[config.mk]
export PLATFORM = sky130hd
export DESIGN_NAME = hazard_ctrl
export DESIGN_NICKNAME = d
export VERILOG_FILES = /design/src/rtl/pipeline_ctrl_pkg.sv /design/src/rtl/sat_counter.sv /design/src/rtl/hazard_ctrl.sv
export SDC_FILE = /design/constraint.sdc
export NUM_CORES = 1
export LEC_CHECK = 0
export CAP_MARGIN = 20
export CORE_ASPECT_RATIO = 0.5
export CORE_MARGIN = 1.5
export CORE_UTILIZATION = 30
export DETAILED_ROUTE_END_ITERATION = 8
export GPL_TIMING_DRIVEN = 0
export PLACE_DENSITY_LB_ADDON = 0.2
export SYNTH_ARGS = -nofsm -noshare
export SYNTH_HDL_FRONTEND = slang
export SYNTH_HIERARCHICAL = 1
export SYNTH_SLANG_ARGS = --single-unit
[constraint.sdc]
create_clock -name clock -period 4.2 [get_ports clock]
set_clock_uncertainty 0.2 [all_clocks]
set_input_delay 0.84 -clock clock [delete_from_list [all_inputs] [get_ports clock]]
set_output_delay 0.84 -clock clock [all_outputs]
set_load 0.005 [all_outputs]
[src/rtl/pipeline_ctrl_pkg.sv]
// rtl/pipeline_ctrl_pkg.sv - shared types and constants for the pipeline hazard controller
package pipeline_ctrl_pkg;

    localparam int REG_ADDR_W    = 5;
    localparam int DEFAULT_CNT_W = 32;

    typedef enum logic [1:0] {
        RUN      = 2'd0,
        MEM_WAIT = 2'd1,
        HALT     = 2'd2
    } ctrl_state_e;

    // x0 is hard-wired to zero, so a load targeting it never creates a dependency.
    function automatic logic src_hazard(
        input logic                  uses_src,
        input logic [REG_ADDR_W-1:0] rs,
        input logic [REG_ADDR_W-1:0] rd
    );
        return uses_src && (rd != '0) && (rs == rd);
    endfunction

endpackage

[src/rtl/sat_counter.sv]
// rtl/sat_counter.sv - saturating event counter with synchronous active-high clear
module sat_counter #(
    parameter int W = 32
) (
    input  logic         clock,
    input  logic         reset,
    input  logic         inc,
    output logic [W-1:0] count
);

    logic [W-1:0] count_q;
    logic [W-1:0] count_d;

    always_comb begin
        count_d = count_q;
        if (inc && (count_q != {W{1'b1}})) begin
            count_d = count_q + {{(W-1){1'b0}}, 1'b1};
        end
    end

    always_ff @(posedge clock) begin
        if (reset) begin
            count_q <= '0;
        end else begin
            count_q <= count_d;
        end
    end

    assign count = count_q;

endmodule

[src/rtl/hazard_ctrl.sv]
// rtl/hazard_ctrl.sv - stall/flush controller for the 5-stage pipeline with memory
// handshake, timeout halt and saturating performance counters
module hazard_ctrl
    import pipeline_ctrl_pkg::*;
#(
    parameter int MEM_TIMEOUT = 16,
    parameter int CNT_W       = DEFAULT_CNT_W
) (
    input  logic                  clock,
    input  logic                  reset,
    input  logic [REG_ADDR_W-1:0] id_rs1,
    input  logic [REG_ADDR_W-1:0] id_rs2,
    input  logic                  id_uses_rs1,
    input  logic                  id_uses_rs2,
    input  logic                  idex_mem_read,
    input  logic [REG_ADDR_W-1:0] idex_rd,
    input  logic                  exmem_branch,
    input  logic                  exmem_zero,
    input  logic                  exmem_mem_read,
    input  logic                  exmem_mem_write,
    input  logic                  dmem_ready,
    output logic                  dmem_req,
    output logic                  pc_write,
    output logic                  pc_src,
    output logic                  if_id_write,
    output logic                  id_ex_write,
    output logic                  ex_mem_write,
    output logic                  mem_wb_write,
    output logic                  if_id_flush,
    output logic                  id_ex_flush,
    output logic                  ex_mem_flush,
    output logic                  mem_wb_flush,
    output logic                  mem_error,
    output logic [CNT_W-1:0]      stall_cycles,
    output logic [CNT_W-1:0]      flush_count
);

    localparam logic [7:0] TIMEOUT_C = 8'(MEM_TIMEOUT);

    ctrl_state_e state_q, state_d;
    logic [7:0]  wait_q, wait_d;
    logic        err_q, err_d;

    logic       mem_op;
    logic       taken;
    logic       load_use;
    logic       freeze;
    logic       branch_flush;
    logic [7:0] wait_inc;

    assign mem_op   = exmem_mem_read | exmem_mem_write;
    assign taken    = exmem_branch & exmem_zero;
    assign load_use = idex_mem_read &
                      (src_hazard(id_uses_rs1, id_rs1, idex_rd) |
                       src_hazard(id_uses_rs2, id_rs2, idex_rd));
    assign wait_inc = wait_q + 8'd1;

    always_comb begin
        state_d      = state_q;
        wait_d       = wait_q;
        err_d        = err_q;
        freeze       = 1'b0;
        branch_flush = 1'b0;
        dmem_req     = 1'b0;
        pc_write     = 1'b0;
        pc_src       = 1'b0;
        if_id_write  = 1'b0;
        id_ex_write  = 1'b0;
        ex_mem_write = 1'b0;
        mem_wb_write = 1'b0;
        if_id_flush  = 1'b0;
        id_ex_flush  = 1'b0;
        ex_mem_flush = 1'b0;
        mem_wb_flush = 1'b0;

        if (reset) begin
            if_id_flush  = 1'b1;
            id_ex_flush  = 1'b1;
            ex_mem_flush = 1'b1;
            mem_wb_flush = 1'b1;
        end else if (state_q != HALT) begin
            dmem_req = mem_op;
            // EX/MEM is frozen while waiting, so the pending access is implied in MEM_WAIT.
            freeze   = (state_q == MEM_WAIT) ? !dmem_ready : (mem_op & !dmem_ready);

            if (freeze) begin
                mem_wb_write = 1'b1;
                mem_wb_flush = 1'b1;
                if (state_q == RUN) begin
                    state_d = MEM_WAIT;
                    wait_d  = 8'd0;
                end else begin
                    wait_d = wait_inc;
                    if (wait_inc == TIMEOUT_C) begin
                        state_d = HALT;
                        err_d   = 1'b1;
                    end
                end
            end else begin
                state_d      = RUN;
                wait_d       = 8'd0;
                pc_write     = 1'b1;
                if_id_write  = 1'b1;
                id_ex_write  = 1'b1;
                ex_mem_write = 1'b1;
                mem_wb_write = 1'b1;
                if (taken) begin
                    branch_flush = 1'b1;
                    pc_src       = 1'b1;
                    if_id_flush  = 1'b1;
                    id_ex_flush  = 1'b1;
                    ex_mem_flush = 1'b1;
                end else if (load_use) begin
                    pc_write    = 1'b0;
                    if_id_write = 1'b0;
                    id_ex_flush = 1'b1;
                end
            end
        end
    end

    always_ff @(posedge clock) begin
        if (reset) begin
            state_q <= RUN;
            wait_q  <= 8'd0;
            err_q   <= 1'b0;
        end else begin
            state_q <= state_d;
            wait_q  <= wait_d;
            err_q   <= err_d;
        end
    end

    assign mem_error = err_q;

    sat_counter #(.W(CNT_W)) u_stall_cnt (
        .clock (clock),
        .reset (reset),
        .inc   (!reset && !pc_write),
        .count (stall_cycles)
    );

    sat_counter #(.W(CNT_W)) u_flush_cnt (
        .clock (clock),
        .reset (reset),
        .inc   (!reset && branch_flush),
        .count (flush_count)
    );

endmodule

# Word-level counts from Yosys, hierarchy flattened
# Index checks and enable logic that the tools add are counted.
[op_classes]
add_sub_neg = 3
n_eq_ne = 8
muxes = 31
bitwise = 6
reduce_logical = 15
[op_table]
columns = ["operator", "count"]
rows = [
  ["$add A32 B1 Y32 const B", 2],
  ["$ne A32 B32 Y1 const B", 2],
  ["$mux W1", 26],
  ["$mux W8", 2],
  ["$eq A5 B5 Y1", 2],
  ["$add A8 B1 Y8 const B", 1],
  ["$eq A8 B5 Y1 const B", 1],
  ["$logic_and A1 B1 Y1", 8],
  ["$mux W2", 3],
  ["$reduce_bool A5 Y1", 1],
  ["$reduce_and A4 Y1", 1],
  ["$and A1 B1 Y1", 3],
  ["$logic_not A1 Y1", 3],
  ["$ne A3 B1 Y1 const B", 1],
  ["$eq A2 B1 Y1 const B", 1],
  ["$logic_not A2 Y1", 1],
  ["$ne A2 B2 Y1 const B", 1],
  ["$or A1 B1 Y1", 2],
  ["$reduce_and A2 Y1", 1],
  ["$not A1 Y1", 1],
]
[totals]
register_bits = 75
in_bits = 25
word_cells = 68

# Logic depth before layout (Yosys ltp)
# Gate-level depths: netlist (run 1).
[logic_depth]
depth_word = 13
depth_mapped = 9
mapped_depth_nobuf = 9

# By module
# Netlist (run 1), hierarchy kept.
[modules_own_cells]
columns = ["mod", "n_inst", "cells_per_inst", "area_per_inst_um2", "seq_area_each_um2"]
rows = [
  ["sat_counter (u_flush_cnt)", 1, 199, 1674.1, 640.6],
  ["sat_counter (u_stall_cnt)", 1, 195, 1670.4, 640.6],
  ["hazard_ctrl", 1, 105, 850.8, 220.2],
]

# Worst setup path after synthesis (run 1)
# No wires, ideal clock.
[synth_timing]
path_type = "input to register"
start = "input port exmem_mem_write"
end = "register u_flush_cnt.count_q[31] (netlist: u_flush_cnt/count[31])"
arrival_time_ns = 3.090
path_slack_ns = 0.789
path_stages = 9
cell_sequence = "nor2_2 -> a21o_1 -> nand2_1 -> nor2_1 -> nand4_1 -> nor4_2 -> nand4_1 -> nor4_1 -> mux2_2"
[synth_via]
elab_chain_len = 8
[synth_rtl]
columns = ["item", "line", "source"]
rows = [
  ["start: declaration", "hazard_ctrl.sv:20", "input logic exmem_mem_write,"],
  ["$or A1 B1 Y1", "hazard_ctrl.sv:51", "assign mem_op = exmem_mem_read | exmem_mem_write;"],
  ["$and A1 B1 Y1", "hazard_ctrl.sv:84", "freeze = (state_q == MEM_WAIT) ? !dmem_ready : (mem_op & !dmem_ready);"],
  ["$mux W1", "hazard_ctrl.sv:84", ""],
  ["$mux W1 (3 in series)", "-", ""],
  ["net pc_src", "hazard_ctrl.sv:24", "output logic pc_src,"],
  ["$logic_and A1 B1 Y1", "hazard_ctrl.sv:146", ".inc (!reset && branch_flush),"],
  ["$logic_and A1 B1 Y1", "sat_counter.sv:16", "if (inc && (count_q != {W{1'b1}})) begin"],
  ["end signal: assignment", "sat_counter.sv:25", "count_q <= count_d;"],
  ["end: declaration", "sat_counter.sv:11", "logic [W-1:0] count_q;"],
]
# The timed path passes the listed nets, and every way through them passes these cells.
# A chain may end at the register's enable or synchronous reset.

# Worst setup path in the final report (run 1)
[layout_timing]
start = "input port reset"
end = "output port if_id_flush"
[layout_via]
elab_chain_len = 1
[layout_rtl]
columns = ["item", "line", "source"]
rows = [
  ["start: declaration", "hazard_ctrl.sv:10", "input logic reset,"],
  ["$mux W1", "hazard_ctrl.sv:76", "if (reset) begin"],
  ["end: declaration", "hazard_ctrl.sv:29", "output logic if_id_flush,"],
]
# Every way passes these cells.

==> results of run 1 <==
## area by class of cell
class	instances	area [µm²]
clock buffers	10	239
clock inverters	6	88.8
inverters	8	30.0
multi-input cells	389	2540
repair buffers	103	1020
flip-flops and latches	75	1500
well taps	192	240
plain buffers	27	135
fillers	1408	7790
## power groups by stage
stage | Combinational (mW) | Sequential, mW | Clock, mW
floorplan | 0.0447 | 0.733 | 0
global placement | 0.0998 | 0.733 | 0
detailed placement | 0.101 | 0.733 | 0
CTS | 0.101 | 0.717 | 0.877
global route | 0.109 | 0.718 | 0.904
finish | 0.0997 | 0.717 | 0.855
## flip-flops by register name (all words and copies together), names as in the netlist
signal             flops
mem_error              1
wait_q                 8
u_flush_cnt/count     32
state_q                2
u_stall_cnt/count     32
## critical path: stages
cell             delay [ns]
clkdlybuf4s50_1        0.62
clkbuf_1               0.41
inv_1                  0.24
o21ai_0                0.18
buf_4                  0.15
clkdlybuf4s50_1        0.48
## worst max path at each step
stage,slack [ns],endpoint
after floorplan,0.79,u_flush_cnt/count[31]
after global placement,-0.36,u_flush_cnt/count[31]
after detailed placement,-0.38,u_flush_cnt/count[31]
after CTS,0.11,u_flush_cnt/count[31]
after global routing,0.05,if_id_flush
final,0.23,if_id_flush
## per-layer routing
| metal | global-route usage, % | wire length [µm] | up-vias |
|---|---|---|---|
| li1 | - | - | 2121 |
| met1 | 22.6 | 5940 | 1966 |
| met2 | 25.3 | 5150 | 73 |
| met3 | 4.11 | 523 | 8 |
| met4 | 3.70 | 77 | 0 |
| met5 | 0 | 0 | - |
## cell usage after synthesis, types with 5 or more instances
library cell  number
nor2b_1            7
or4_1             16
buf_4              5
nand4_1           17
nand3_1           27
a21oi_1           45
dfxtp_1           75
nor2_1            41
o21ai_0           24
nand2_1           34
and4_1             7
nor3_1             5
inv_1              8
clkbuf_1          15
a311oi_1           7
xor2_1            19
buf_2              5
or3_1             25
xnor2_1           10
o31ai_1           17
and3_1             8
nor4_1             7
## per-stage QoR
step / util, % / setup WS (ns)
2_1_floorplan: - / 0.789
3_3_place_gp: 40.0 / -0.355
3_5_place_dp: 40.0 / -0.376
4_1_cts: 42.5 / 0.110
5_1_grt: 42.7 / 0.0518
6_report: 42.7 / 0.231
## logic make-up after synthesis
kind of cell,after synthesis,synth area share (%)
AOI/OAI and AO/OA,123,19.7
adders and majority gates,3,0.895
DFF,75,35.8
muxes,8,2.12
and+or+nand+nor,226,31.5
xor gates and xnor gates,29,6.05
buffers and inverters,35,3.94
## timing repair
| item | CTS | global route |
|---|---|---|
| endpoints found under the setup margin | 1 | 5 |
| gates resized for setup | 1 | 0 |
| setup buffers | 0 | 3 |
| pin swaps | 0 | 1 |
==> impl_metrics.toml, run 1 <==
[pwr]
seq_power_share_pct = 42.9
combPwrFrac_pct = 6.0
p_clk_share_pct = 51.1
p_per_area_nw_per_um2 = 288
ir_worst_vdd_v = 0.000210
switching_power_uw = 368
finalPower_mw = 1.67
power.leakage_nw = 1.85
internal_power_mw = 1.30
switching_share_pct = 22.0

[setup_path]
cp_max_fo = 10
crit_path_start_kind = "primary input"
arrival_ns = 2.93
reg2reg_to = "u_flush_cnt/count[31]"
worst-setup-path-type = "in2out"
r2r_cells = 10
critPathLaunch = "reset"
critPathCaptureType = "primary output"
reg2reg_from = "state_q[1]"
reg2reg_slack_ns = 0.82
worstPathRequired_ns = 3.16

[timing]
period_share_pct = 94.5
worst_pin_slew_ns = 0.639
hold_slack_ns = 0.281
rsz0062_at_grt = "no"
drv_slew = 0
relSlewSlack_pct = 56.3
fmax_ghz = 0.252
setup-tns-final_ns = 0
hold_violations = 0
period_needed_ns = 3.97
setup_violations = 0

[clock_network]
htreeDepth = 3
clk_latency_ns = 0.34
cts_tree = "done"
path_clk_slew_ns = 0.06
ctsHoldBuffers = 0
cts_buffers = 9
max-clock-path-buffers = 2
root_buffer = "clkbuf_16"
clock_sinks = 75

[route]
drt_iter0_markers = 238
routed_wl_um = 11700
wire_per_inst_um = 14.4
vias_per_cell = 5.15
drc = 0
final_antenna_net_count = 0
vias = 4168
firstDrtPassIters = 4

[logic_synthesis]
synth_area_um2 = 4200
synthesis.instances = 499
synth_warnings = 6
netlist-cell-type-count = 69
synth-edff-count = 0
yosysTopAreaCellShare_pct = 35.8
ys_seq_elements = 75
yosys.area.top_type = "dfxtp_1"
synth_area_leaders = "dfxtp_1 36%, a21oi_1 5.4%, xor2_1 4.0%"
ys_seq_area_share_pct = 35.8
synth.net_count = 527
syn_avg_cell_area_um2 = 8.41
synthArstFlopShare_pct = 0
yosys_most_used_dff = "dfxtp_1"

[job]
cap_violations = 0

[die]
fp.dieArea_um2 = 14700
core_region_area_um2 = 13600
num_rows = 30
num_io_pins = 101
die_h_um = 86.6
start_util_pct = 30.9
die_width_um = 170

[hold_path]
min_path_cells = 1
holdCritPathClass = "reg2reg"
min-delay-start = "mem_error"
hold_path_end = "mem_error"

[grt]
overflow = 0
grt_pass1_vias = 3715
grt_pass1_wl_um = 19200
track_usage_pct = 16.2
antenna_found_initial = 0
grt_start_max_net_pins = 14

[outcome]
outcome = "completed"

[layout]
layout.cells.non_filler = 810
final_common_cell = "clkdlybuf4s50_1"
n_antenna_cell = 0
most-common-layout-cells = "100 x clkdlybuf4s50_1, 75 x dfxtp_1, 45 x a21oi_1"
syn_to_final_growth_pct = 38.1
drive_above_1_share_pct = 9.55
fin_area_um2 = 5800
fin_nets = 641

[placed_design]
place_area_um2 = 5440
dp_hpwl_um = 8400
gp_congestion = 0.849
post-place-cells = 791
portBuffers = 100
(Power assumes the default switching activity.)
==> run 2, diff against run 1 <==
- ABC_AREA: not set -> 0
==> results of run 2 <==
Final layout, timing and power as in run 1 (identical DEF).
==> run 3, diff against run 2 <==
- REMOVE_ABC_BUFFERS: not set -> 1
==> impl_metrics.toml, run 3 (synthesis gave the netlist of run 1 again) <==
[grt]
grt_pass1_vias = 3714
antenna_found_initial = 0
grt_start_max_net_pins = 84
overflow = 0
grt_pass1_wl_um = 18900
track_usage_pct = 15.9

[clock_network]
clock_sinks = 75
cts_buffers = 9
path_clk_slew_ns = 0.06
cts_tree = "done"
clk_latency_ns = 0.33
htreeDepth = 3
root_buffer = "clkbuf_16"
max-clock-path-buffers = 2

[layout]
most-common-layout-cells = "99 x clkdlybuf4s50_1, 75 x dfxtp_1, 45 x a21oi_1"
layout.cells.non_filler = 785
n_antenna_cell = 0
final_common_cell = "clkdlybuf4s50_1"
drive_above_1_share_pct = 8.60
fin_nets = 616
fin_util_pct = 41.5
syn_to_final_growth_pct = 34.3

[route]
wire_per_inst_um = 14.4
routed_wl_um = 11300
routed.top_layer = "met4"
vias = 4051
firstDrtPassIters = 4
final_antenna_net_count = 0
drt-met1-wl_um = 5800
wl_met2_um = 4890
vias_per_cell = 5.16
drc = 0
routed-wl-met3_um = 533
drt_iter0_markers = 219

[placed_design]
post-place-ws_ns = -0.312
post-place-cells = 767
dp_hpwl_um = 7750
gp_congestion = 0.743
portBuffers = 100

[timing]
period_share_pct = 93.0
fmax_ghz = 0.256
hold_slack_ns = 0.296
setup-tns-final_ns = 0
setup_ws_ns = 0.295
setup_violations = 0
drv_slew = 0
worst_pin_slew_ns = 0.924
period_needed_ns = 3.91
rsz0062_at_grt = "no"
hold_violations = 0
relSlewSlack_pct = 38.4

[setup_path]
worst-setup-path-type = "in2out"
critPathCaptureType = "primary output"
cp_max_fo = 5
worstPathRequired_ns = 3.16
arrival_ns = 2.87
crit_path_start_kind = "primary input"

[die]
die_h_um = 86.6
start_util_pct = 30.9
num_rows = 30
fp.dieArea_um2 = 14700
num_io_pins = 101
die_width_um = 170
core_region_area_um2 = 13600

[pwr]
p_per_area_nw_per_um2 = 271
ir_worst_vdd_v = 0.000143
power.leakage_nw = 1.75

[hold_path]
holdCritPathClass = "reg2reg"

[outcome]
outcome = "completed"

[job]
cap_violations = 0
[run 3: path summary, 6_finish.rpt]
| kind | end | cells past startpoint | from | slack, ns |
|---|---|---|---|---|
| worst min register to register | u_stall_cnt/count[11] | 2 | u_stall_cnt/count[11] | 0.30 |
| worst max-delay path | pc_src | 6 | exmem_mem_write | 0.29 |
| worst min-delay path | u_stall_cnt/count[11] | 2 | u_stall_cnt/count[11] | 0.30 |
| worst max register to register | u_flush_cnt/count[31] | 10 | state_q[1] | 0.98 |
[run 3: metrics by stage]
stage	total power, mW	cell area, µm²
finish	1.53	5640
global route	1.59	5640
CTS	1.55	5610
detailed placement	0.827	5330
global placement	0.828	5300
floorplan	0.764	4060
[run 3: what timing repair did]
action	CTS	global route
hold buffers	0	0
setup endpoints to repair	0	7
buffers inserted	0	2
gates resized for setup	0	2
[run 3: critical path, stage by stage]
cell and delay [ns]:
clkdlybuf4s50_1 0.41, nor2_2 0.24, a21o_1 0.24, nand2_1 0.09, nor2_1 0.45, clkdlybuf4s50_1 0.61
[run 3: area by class of cell]
| cell class | count | area (µm²) |
|---|---|---|
| fillers | 1386 | 7950 |
| multi-input cells | 389 | 2560 |
| flip-flops and latches | 75 | 1500 |
| repair buffers | 105 | 1040 |
| well taps | 192 | 240 |
| clock buffers | 11 | 233 |
| clock inverters | 5 | 38.8 |
| inverters | 8 | 30.0 |
[run 3: per-layer routing]
metal  GRT usage, %  vias to the layer above
li1               -                     2069
met1           22.5                     1903
met2           24.3                       74
met3           4.38                        5
met4           2.90                        0
met5              0                        -
[run 3: where the power goes]
part | internal (mW) | leakage, nW | switching, mW
Clock | 0.403 | 0.118 | 0.315
Sequential | 0.714 | 0.604 | 0.00363
Combinational | 0.0484 | 1.03 | 0.0444
==> patch (settings of run 3) <==
Set the package constant `DEFAULT_CNT_W` to 64 (it was 32).
--- a/src/rtl/pipeline_ctrl_pkg.sv
+++ b/src/rtl/pipeline_ctrl_pkg.sv
@@ -2,7 +2,7 @@
 package pipeline_ctrl_pkg;
 
     localparam int REG_ADDR_W    = 5;
-    localparam int DEFAULT_CNT_W = 32;
+    localparam int DEFAULT_CNT_W = 64;
 
     typedef enum logic [1:0] {
         RUN      = 2'd0,
Ports: changed (resized flush_count and stall_cycles); port bits go from 101 to 165. The function was not compared with the original's and may differ.
==> patch against run 3 <==
  * Sequential share of layout area up 0.13 points
  * Worst setup slack lost 51 ps
  * Sequential cell count is 64 higher
  * Power increased by 100%
  * Maximum frequency is 1.3% lower
  * Global-route usage up 2.1 points
  * Area after synthesis grew 87%
  * Wire length rose by 110%
  * Utilization shrank 0.62 points
  * Cell area grew 84%
  * Hold slack worse by 5.4 ps
==> patch: results <==
set metrics [dict create \
    drive_above_1_share 0.0827 \
    synth_cell_types 74 \
    path_max_fanout 11 \
    synthTopCellsByCount "139 x dfxtp_1, 94 x nor2_1, 64 x a21oi_1" \
    outcome "complete, no violations" \
    crit_arrival_ps 2920 \
    hold_start "mem_error$_SDFFE_PP0P_" \
    routed_via_density 5.28 \
    wl_met2_um 11200 \
    post_dp_cell_area_um2 9760 \
    switchingPower_uw 665 \
    final_nets 1117 \
    wl_met3_um 950 \
    grt_pass1_vias 7233 \
    grt_pass1_wl_um 38500 \
    totalWireLength_um 24000 \
    syn_area_per_cell_um2 8.31 \
    h-tree-depth 4 \
    peakVddDrop_v 0.000234 \
    synth_area_leaders "dfxtp_1 36%, nor2_1 4.5%, a21oi_1 4.1%, xor2_1 4.0%, nand3_1 3.8%" \
    grt_use_total 0.180 \
    fillCellCount 2556 \
    cts_buffers 17 \
    p_leak_uw 0.00342 \
    dr.first_iter.drc_count 486 \
    wl_met1_um 11300 \
    seq_area_frac_synth 0.355 \
]
==> patch: area by class of cell <==
class / count / area, um2 / area share
Tap cell: 344 / 430 / 0.0414
Inverter: 27 / 101 / 0.00975
Timing Repair Buffer: 167 / 1710 / 0.164
Multi-Input combinational cell: 736 / 4760 / 0.458
Sequential cell: 139 / 2780 / 0.268
Clock inverter: 7 / 110 / 0.0106
Clock buffer: 25 / 505 / 0.0486
==> patch: cells by family (layout without fill, tap and decap cells) <==
logic type,after synthesis,count (layout),synth area share
XOR/XNOR,50,50,0.0559
AO/OA/AOI/OAI,184,184,0.150
adder cells (fa/ha/maj),4,4,0.00639
AND/OR/NAND/NOR,473,473,0.354
multiplexers,25,25,0.0366
flip-flops,139,139,0.355
buffers and inverters,68,226,0.0414
==> patch: what timing repair did <==
action / 4_1_cts / 5_1_grt
setup endpoints to repair: 1 / 5
pin swaps: 0 / 0
hold buffers: 0 / 0
resized for setup: 1 / 1
==> patch: metrics by stage <==
| stage | setup slack [ps] | hold slack (ps) |
|---|---|---|
| 2_1_floorplan | 636 | 265 |
| 3_3_place_gp | -5290 | 264 |
| 3_5_place_dp | -397 | 275 |
| 4_1_cts | 74.9 | 300 |
| 5_1_grt | 48.8 | 334 |
| 6_report | 244 | 290 |
==> patch: power by group through the flow <==
stage                     Sequential, uW  Clock [uW]  Combinational, uW
final                               1330        1600                131
after global routing                1330        1690                144
after CTS                           1320        1640                131
after detailed placement            1350           0                130
after global placement              1350           0                126
after floorplan                     1350           0               41.3
==> patch: metal layers <==
metal	vias to the layer above	global-route usage
met4	0	0.0740
met5	-	0
met2	149	0.292
li1	3815	-
met1	3635	0.232
met3	32	0.0422
==> patch: critical path, stage by stage <==
cell and delay [ps]:
clkdlybuf4s50_1 410, nor2_2 230, a21o_1 230, nand2_1 100, nor2_2 470, clkdlybuf4s50_1 630
==> patch: path summary, 6_finish.rpt <==
kind,to,slack [ps],cells past startpoint
hold / removal,mem_error$_SDFFE_PP0P_,290,1
setup / recovery,pc_src,240,6
hold reg to reg,mem_error$_SDFFE_PP0P_,290,1
setup reg to reg,u_flush_cnt/count[60]$_SDFFE_PP0P_,830,9
